--- src/rtl/lfsr_pkg.sv ---
// Shared definitions for the PRBS datapath: controller FSM encoding, LFSR width,
// feedback taps and the zero-detect rule that keeps the all-zero state escapable.
package lfsr_pkg;

  localparam int NB_LFSR = 8;
  localparam logic [NB_LFSR-1:0] TAP_MASK = 8'h8C;

  typedef enum logic [2:0] {
    ST_IDLE    = 3'd0,
    ST_LOAD    = 3'd1,
    ST_ACQUIRE = 3'd2,
    ST_RUN     = 3'd3,
    ST_DONE    = 3'd4
  } state_e;

  // Zero-detect term forces a 1 into the feedback so the register leaves 0x00.
  function automatic logic [NB_LFSR-1:0] lfsr_next(input logic [NB_LFSR-1:0] x);
    logic fb;
    fb = (^(x & TAP_MASK)) ^ (x[NB_LFSR-2:0] == '0);
    return {x[NB_LFSR-2:0], fb};
  endfunction

endpackage

--- src/rtl/lfsr_ber_controller_if.sv ---
// Host/checker-facing signal bundle of the BER test sequencer.
interface lfsr_ber_controller_if #(
  parameter int NB_LFSR  = lfsr_pkg::NB_LFSR,
  parameter int NB_COUNT = 16
);
  logic                i_start;
  logic [NB_LFSR-1:0]  i_seed;
  logic [NB_COUNT-1:0] i_num_words;
  logic [7:0]          i_err_period;
  logic                i_lock;
  logic                o_soft_reset;
  logic [NB_LFSR-1:0]  o_seed;
  logic                o_valid;
  logic                o_err_inject;
  logic                o_busy;
  logic                o_done;
  logic                o_pass;
  logic                o_timeout;
  logic [7:0]          o_lock_loss_count;
  logic [NB_COUNT-1:0] o_word_count;

  modport master (
    output i_start, i_seed, i_num_words, i_err_period, i_lock,
    input  o_soft_reset, o_seed, o_valid, o_err_inject, o_busy, o_done,
           o_pass, o_timeout, o_lock_loss_count, o_word_count
  );

  modport slave (
    input  i_start, i_seed, i_num_words, i_err_period, i_lock,
    output o_soft_reset, o_seed, o_valid, o_err_inject, o_busy, o_done,
           o_pass, o_timeout, o_lock_loss_count, o_word_count
  );
endinterface

--- src/rtl/sat_counter.sv ---
// Unsigned up-counter with synchronous clear that holds at all-ones instead of wrapping.
module sat_counter #(
  parameter int W = 8
) (
  input  logic         clk,
  input  logic         reset,
  input  logic         clr_i,
  input  logic         en_i,
  output logic [W-1:0] cnt_o
);
  logic [W-1:0] cnt_q, cnt_d;

  always_comb begin
    cnt_d = cnt_q;
    if (clr_i)
      cnt_d = '0;
    else if (en_i && (cnt_q != {W{1'b1}}))
      cnt_d = cnt_q + W'(1);
  end

  always_ff @(posedge clk) begin
    if (reset) cnt_q <= '0;
    else       cnt_q <= cnt_d;
  end

  assign cnt_o = cnt_q;
endmodule

--- src/rtl/lfsr_ber_controller.sv ---
// BER test sequencer: seeds the PRBS generator, waits for checker lock, streams a
// programmed number of words with optional periodic corruption and reports the result.
module lfsr_ber_controller #(
  parameter int NB_LFSR      = lfsr_pkg::NB_LFSR,
  parameter int NB_COUNT     = 16,
  parameter int LOCK_TIMEOUT = 64
) (
  input logic                  clk,
  input logic                  reset,
  lfsr_ber_controller_if.slave bus
);
  import lfsr_pkg::*;

  localparam int                NB_ACQ   = $clog2(LOCK_TIMEOUT + 1);
  localparam logic [NB_ACQ-1:0] ACQ_LAST = NB_ACQ'(LOCK_TIMEOUT - 1);

  state_e              state_q, state_d;
  logic [NB_LFSR-1:0]  seed_q;
  logic [NB_COUNT-1:0] num_words_q, word_cnt_q;
  logic [7:0]          period_q, pos_q, pos_d;
  logic                lock_q, timeout_q, pass_q;
  logic                soft_reset_q, valid_q, err_inject_q, busy_q, done_q;
  logic                soft_reset_d, valid_d, err_inject_d, busy_d, done_d;
  logic [NB_ACQ-1:0]   acq_cnt;
  logic [7:0]          loss_cnt;
  logic                load_en, loss_inc, timeout_hit;

  // Configuration is captured on entry to LOAD so o_seed is already valid while
  // o_soft_reset is high and the generator can load it in that same cycle.
  assign load_en  = (state_d == ST_LOAD);
  assign loss_inc = (state_q == ST_RUN) && lock_q && !bus.i_lock;

  sat_counter #(.W(8)) u_loss_cnt (
    .clk   (clk),
    .reset (reset),
    .clr_i (load_en),
    .en_i  (loss_inc),
    .cnt_o (loss_cnt)
  );

  sat_counter #(.W(NB_ACQ)) u_acq_cnt (
    .clk   (clk),
    .reset (reset),
    .clr_i (load_en),
    .en_i  (state_q == ST_ACQUIRE),
    .cnt_o (acq_cnt)
  );

  always_ff @(posedge clk) begin
    if (reset) state_q <= ST_IDLE;
    else       state_q <= state_d;
  end

  always_comb begin
    state_d     = state_q;
    timeout_hit = 1'b0;
    unique case (state_q)
      ST_IDLE:    if (bus.i_start) state_d = ST_LOAD;
      ST_LOAD:    state_d = ST_ACQUIRE;
      ST_ACQUIRE: begin
        if (bus.i_lock) begin
          state_d = (num_words_q == '0) ? ST_DONE : ST_RUN;
        end else if (acq_cnt == ACQ_LAST) begin
          state_d     = ST_DONE;
          timeout_hit = 1'b1;
        end
      end
      ST_RUN:     if (word_cnt_q + NB_COUNT'(1) == num_words_q) state_d = ST_DONE;
      ST_DONE:    state_d = ST_IDLE;
      default:    state_d = ST_IDLE;
    endcase
  end

  // Outputs are decoded from the next state and registered, so every strobe lines
  // up with the state it belongs to without any input-to-output path.
  always_comb begin
    soft_reset_d = (state_d == ST_LOAD);
    valid_d      = (state_d == ST_ACQUIRE) || (state_d == ST_RUN);
    busy_d       = (state_d != ST_IDLE);
    done_d       = (state_d == ST_DONE);
    pos_d        = pos_q;
    if ((state_d == ST_RUN) && (period_q != 8'd0))
      pos_d = ((state_q != ST_RUN) || (pos_q == period_q)) ? 8'd1 : pos_q + 8'd1;
    err_inject_d = (state_d == ST_RUN) && (period_q != 8'd0) && (pos_d == period_q);
  end

  always_ff @(posedge clk) begin
    if (reset) begin
      seed_q       <= '0;
      num_words_q  <= '0;
      period_q     <= '0;
      word_cnt_q   <= '0;
      pos_q        <= '0;
      lock_q       <= 1'b0;
      timeout_q    <= 1'b0;
      pass_q       <= 1'b0;
      soft_reset_q <= 1'b0;
      valid_q      <= 1'b0;
      err_inject_q <= 1'b0;
      busy_q       <= 1'b0;
      done_q       <= 1'b0;
    end else begin
      soft_reset_q <= soft_reset_d;
      valid_q      <= valid_d;
      err_inject_q <= err_inject_d;
      busy_q       <= busy_d;
      done_q       <= done_d;
      pos_q        <= pos_d;
      lock_q       <= (state_q == ST_RUN) ? bus.i_lock : 1'b1;
      if (state_q == ST_RUN) word_cnt_q <= word_cnt_q + NB_COUNT'(1);
      if (timeout_hit) timeout_q <= 1'b1;
      // Includes a loss detected on the very edge that leaves RUN.
      if (done_d) pass_q <= !(timeout_q || timeout_hit) && (loss_cnt == 8'd0) && !loss_inc;
      if (load_en) begin
        seed_q      <= bus.i_seed;
        num_words_q <= bus.i_num_words;
        period_q    <= bus.i_err_period;
        word_cnt_q  <= '0;
        pos_q       <= '0;
        timeout_q   <= 1'b0;
        pass_q      <= 1'b0;
      end
    end
  end

  assign bus.o_soft_reset      = soft_reset_q;
  assign bus.o_seed            = seed_q;
  assign bus.o_valid           = valid_q;
  assign bus.o_err_inject      = err_inject_q;
  assign bus.o_busy            = busy_q;
  assign bus.o_done            = done_q;
  assign bus.o_pass            = pass_q;
  assign bus.o_timeout         = timeout_q;
  assign bus.o_lock_loss_count = loss_cnt;
  assign bus.o_word_count      = word_cnt_q;
endmodule

--- src/flat_wrapper.sv ---
// flat-port wrapper written by rule: the top's interface ports become plain ports
module lfsr_ber_controller_flat import lfsr_pkg::*;
#(
  parameter int NB_LFSR      = lfsr_pkg::NB_LFSR,
  parameter int NB_COUNT     = 16,
  parameter int LOCK_TIMEOUT = 64
)
  (clk, reset, bus_i_start, bus_i_seed, bus_i_num_words, bus_i_err_period, bus_i_lock, bus_o_soft_reset, bus_o_seed, bus_o_valid, bus_o_err_inject, bus_o_busy, bus_o_done, bus_o_pass, bus_o_timeout, bus_o_lock_loss_count, bus_o_word_count);
  lfsr_ber_controller_if #(.NB_LFSR(NB_LFSR), .NB_COUNT(NB_COUNT)) bus_i ();
  input logic clk;
  input logic reset;
  input wire logic [$bits(bus_i.i_start)-1:0] bus_i_start;
  input wire logic [$bits(bus_i.i_seed)-1:0] bus_i_seed;
  input wire logic [$bits(bus_i.i_num_words)-1:0] bus_i_num_words;
  input wire logic [$bits(bus_i.i_err_period)-1:0] bus_i_err_period;
  input wire logic [$bits(bus_i.i_lock)-1:0] bus_i_lock;
  output wire logic [$bits(bus_i.o_soft_reset)-1:0] bus_o_soft_reset;
  output wire logic [$bits(bus_i.o_seed)-1:0] bus_o_seed;
  output wire logic [$bits(bus_i.o_valid)-1:0] bus_o_valid;
  output wire logic [$bits(bus_i.o_err_inject)-1:0] bus_o_err_inject;
  output wire logic [$bits(bus_i.o_busy)-1:0] bus_o_busy;
  output wire logic [$bits(bus_i.o_done)-1:0] bus_o_done;
  output wire logic [$bits(bus_i.o_pass)-1:0] bus_o_pass;
  output wire logic [$bits(bus_i.o_timeout)-1:0] bus_o_timeout;
  output wire logic [$bits(bus_i.o_lock_loss_count)-1:0] bus_o_lock_loss_count;
  output wire logic [$bits(bus_i.o_word_count)-1:0] bus_o_word_count;
  assign bus_i.i_start = bus_i_start;
  assign bus_i.i_seed = bus_i_seed;
  assign bus_i.i_num_words = bus_i_num_words;
  assign bus_i.i_err_period = bus_i_err_period;
  assign bus_i.i_lock = bus_i_lock;
  assign bus_o_soft_reset = bus_i.o_soft_reset;
  assign bus_o_seed = bus_i.o_seed;
  assign bus_o_valid = bus_i.o_valid;
  assign bus_o_err_inject = bus_i.o_err_inject;
  assign bus_o_busy = bus_i.o_busy;
  assign bus_o_done = bus_i.o_done;
  assign bus_o_pass = bus_i.o_pass;
  assign bus_o_timeout = bus_i.o_timeout;
  assign bus_o_lock_loss_count = bus_i.o_lock_loss_count;
  assign bus_o_word_count = bus_i.o_word_count;
  lfsr_ber_controller #(.NB_LFSR(NB_LFSR), .NB_COUNT(NB_COUNT), .LOCK_TIMEOUT(LOCK_TIMEOUT)) u_core (.clk(clk), .reset(reset), .bus(bus_i));
endmodule
--- config.mk ---
export PLATFORM = sky130hd
export DESIGN_NAME = lfsr_ber_controller_flat
export DESIGN_NICKNAME = d
export VERILOG_FILES = /design/src/rtl/lfsr_pkg.sv /design/src/rtl/lfsr_ber_controller_if.sv /design/src/rtl/sat_counter.sv /design/src/rtl/lfsr_ber_controller.sv /design/src/flat_wrapper.sv
export SDC_FILE = /design/constraint.sdc
export NUM_CORES = 1
export LEC_CHECK = 0
export CORE_UTILIZATION = 35
export CTS_BUF_LIST = sky130_fd_sc_hd__clkbuf_4
export DETAILED_ROUTE_END_ITERATION = 7
export PLACE_DENSITY = 0.57
export SLEW_MARGIN = 10
export SYNTH_ARGS = -nofsm -noshare
export SYNTH_HDL_FRONTEND = slang
export SYNTH_SLANG_ARGS = --single-unit
--- constraint.sdc ---
create_clock -name clk -period 3.5 [get_ports clk]
set_input_delay 0.7 -clock clk [delete_from_list [all_inputs] [get_ports clk]]
set_output_delay 0.7 -clock clk [all_outputs]
set_load 0.03 [all_outputs]
==> results of run 1 <==
==> final cells by class <==
class                           count  area share [%]
Sequential cell                    82            31.2
Clock buffer                        9            1.28
Inverter                            6           0.428
Multi-Input combinational cell    416            46.1
Clock inverter                      7            1.93
Tap cell                          143            3.40
Timing Repair Buffer               85            15.6
==> worst max-delay path: cells and delay by family (launching register included) <==
kind / cells / cell delay, ps
and+or+nand+nor: 5 / 1760
DFF: 1 / 590
AOI/OAI and AO/OA: 3 / 740
==> state kept, by name (all words and copies together) (netlist names) <==
register                 flops
u_core.bus.o_soft_reset      1
u_core.bus.o_seed            8
u_core.bus.o_err_inject      1
u_core.bus.o_timeout         1
u_core.bus.o_valid           1
u_core.lock_q                1
u_core.u_acq_cnt.cnt_o       7
u_core.u_loss_cnt.cnt_o      8
u_core.period_q              8
u_core.state_q               3
u_core.bus.o_word_count     16
u_core.bus.o_pass            1
u_core.bus.o_done            1
u_core.pos_q                 8
u_core.bus.o_busy            1
u_core.num_words_q          16
==> metal layers <==
metal	wire length (µm)	GRT usage (%)	up-vias	part of all wire [%]
met1	5020	24.7	1828	46
met4	142	9.46	0	1.3
met5	0	0	-	0
li1	-	-	2012	-
met3	789	3.97	10	7.2
met2	4940	28.5	98	45
==> worst paths after layout <==
check,endpoint,slack [ps],from,cells after the start
setup / recovery,u_core.bus.o_err_inject$_SDFF_PP0_,340,u_core.bus.o_word_count[2]$_SDFFE_PP0N_,8
hold / removal,u_core.bus.o_seed[7]$_SDFFE_PP0P_,470,u_core.bus.o_seed[7]$_SDFFE_PP0P_,2
setup reg to reg,u_core.bus.o_err_inject$_SDFF_PP0_,340,u_core.bus.o_word_count[2]$_SDFFE_PP0N_,8
hold reg to reg,u_core.bus.o_seed[7]$_SDFFE_PP0P_,470,u_core.bus.o_seed[7]$_SDFFE_PP0P_,2
==> metrics by stage <==
step	area [µm²]	hold WS, ps	utilization (%)	instances
floorplan	4220	455	-	535
global placement	5090	442	44.0	732
detailed placement	5090	452	44.0	732
CTS	5260	470	45.5	748
global route	5260	483	45.5	748
finish	5260	465	45.5	748
==> power by group <==
part | internal (µW) | switching [µW]
logic | 143 | 172
registers | 972 | 42.2
clock network | 294 | 364
total | 1410 | 578
==> cells in the final DEF, fill, tap and decap left out, types with 7 or more instances in the layout <==
cell type	instances
nand2_1	92
dfxtp_1	82
clkdlybuf4s50_1	74
nor2_1	52
a21oi_1	51
xnor2_1	30
xor2_1	23
nand3_1	21
o21ai_0	19
nand4_1	15
nor3_1	12
buf_4	11
or4_1	9
clkbuf_4	9
nor4_1	8
nand3b_1	7
or3_1	7
==> logic make-up (layout without fill, tap and decap cells) <==
logic type               Yosys count  after routing
adder cells (fa/ha/maj)            5              5
XOR/XNOR                          54             54
buffers and inverters             37            107
AO/OA/AOI/OAI                     99             99
AND/OR/NAND/NOR                  255            255
multiplexers                       3              3
flip-flops                        82             82
==> reports/qor_table.md, run 1 <==
| Result | Value | Unit |
| --- | --- | --- |
| Status | finished clean | - |
| Number of buffers inserted by hold repair at cts | 0 | - |
| Storage element area | 0.00164 | mm² |
| Most common library cells after synthesis | 92 x nand2_1, 82 x dfxtp_1, 52 x nor2_1, 51 x a21oi_1, 30 x xnor2_1 | - |
| Nature of the critical path endpoint | register | - |
| Routed Wire Length | 10900 | µm |
| Total area of multi-input combinational cells | 0.00243 | mm² |
| Number of optimization iterations in the first detailed-route pass | 4 | - |
| Total clock sinks | 82 | - |
| Initial Util | 36.5 | % |
| Cell taking the most area after synthesis | dfxtp_1 | - |
| Post-Synth Adder-Cell Area | 1.48 | % |
| Slew at the pin closest to its max-slew limit | 451 | ps |
| Worst slew margin | 69.7 | % |
| I/O pin cnt | 75 | - |
| Max Transition Viols Final | 0 | - |
| Largest family of logic cells by synthesized area | simple AND/OR/NAND/NOR gates | - |
| Fraction of post-synthesis cell area in the top cell type by area | 38.9 | % |
| Global-route wire length before repair | 18600 | µm |
| Delay of the slowest critical-path stage | 590 | ps |
| Share of final-layout standard cells stronger than drive strength 1 | 5.79 | % |
| Slowest library cell on the worst path | dfxtp_1 | - |
| IR Drop Worst-Case VDD | 0.214 | mV |
| Portion of netlist area occupied by mux cells | 0.712 | % |
| Detailed-route via count | 3948 | - |
| Setup TNS | 0 | ps |
| P_leak | 0.00179 | µW |
| Number of resized instances in the post-cts repair step | 0 | - |
| Post-synthesis instance area | 0.00422 | mm² |
| Setup-failing EPs final | 0 | - |
| Synth Instances | 535 | - |
| Type of the most critical hold path | reg2reg | - |
| Mean routed wirelength per cell | 14.6 | µm |
| Simple-Gate Fraction of Synth Area | 29.7 | % |
| Clock Tree Root | clkbuf_4 | - |
| Share of the yosys chip area belonging to registers | 38.9 | % |
| Min Tclk post-route | 3160 | ps |
| Worst Setup Slack, final | 340 | ps |
| Worst-path cell chain | and4_1 -> nand2_1 -> o41a_1 -> or4_1 -> nor3_2 -> a21oi_1 -> or4_4 -> a211oi_2 | - |
| RSZ-0062 raised after global routing | false | - |
| Average vias per placed instance | 5.28 | - |
| Post-Route Skew | 14.2 | ps |
| Synthesized-area fraction occupied by xor and xnor cells | 11.6 | % |
| Port buffer count | 74 | - |
| Clock transition at the registers of the reported paths | 140 | ps |
| Power density over the cells | 378 | mW/mm² |
| Antenna Cells | 0 | - |
| Yosys reg bits | 82 | - |
| Die height | 112 | µm |
| Synthesized-area fraction occupied by ao, oa, aoi and oai cells | 13.9 | % |
| CP Class | reg2reg | - |
| Clock tree buffer depth | 2 | - |
| Total Nets Final | 641 | - |
| Biggest fanout along the worst timing path | 13 | - |
| Die outline width | 112 | µm |
| Count of maximum capacitance violations | 0 | - |
| CTS tree | done | - |
| Full die area | 0.0125 | mm² |
| Total power | 1990 | µW |
| Global-route total usage across every layer | 18.6 | % |
| Maximum clock frequency | 316 | MHz |
| Layout area overhead | 24.7 | % |
| Number of clock buffers inserted by TritonCTS | 9 | - |
| Via count of the first global-routing pass | 3793 | - |
| Number of enable flip-flop cells after synthesis | 0 | - |
| Pin count of the biggest net entering global routing | 42 | - |
| Part of the cycle the worst path needs | 90.3 | % |
| Antenna Nets Post-Route | 0 | - |
| Gr ovfl total | 0 | - |
| H-tree depth | 3 | - |
| Yosys warning total | 0 | - |
| Post-Syn Nets | 576 | - |
| Core region area | 0.0116 | mm² |
| Data arrival time at the worst-slack endpoint | 3560 | ps |
| Critical path launch point type | register | - |
| GP Congestion | 0.887 | - |
| Most area-consuming cells after synthesis | dfxtp_1 39%, nand2_1 8.2%, xnor2_1 6.2%, a21oi_1 6.0%, xor2_1 4.8% | - |
| Worst Setup Slack post-DPL | 392 | ps |
| Post-synthesis area per instance | 7.89 | µm² |
| Share of async-settable or async-resettable flops after synthesis | 0 | % |
| Worst-Skew Late Latency | 470 | ps |
| Leading cell type by number of instances after synthesis | nand2_1 | - |
| Post-CTS setup buffer count | 0 | - |
| Number of DRC markers in iteration 0 | 213 | - |
| Count of distinct cell types in the synthesized netlist | 55 | - |
| # fillers | 1109 | - |
| Number of antenna violations at the first check in global routing | 0 | - |
| # DRC | 0 | - |
| Top flip-flop cell by instance count after synthesis | dfxtp_1 | - |
| WP data required | 3900 | ps |
| Final HPWL from detailed placement | 7840 | µm |
| Final hold viol count | 0 | - |
| Cell row count | 39 | - |
Power figures use the tool's default switching activity.
==> inputs of run 2 (changes only) <==
==> constraint.sdc (replaced) <==
create_clock -name clk -period 3.5 [get_ports clk]
set_input_delay 0.7 -clock clk [delete_from_list [all_inputs] [get_ports clk]]
set_output_delay 0.7 -clock clk [all_outputs]
set_load 0.005 [all_outputs]
==> results of run 2 <==
Same layout as run 1 (identical final DEF). Status: finished clean.
Main changes from that run: total power 1990 µW -> 1960 µW
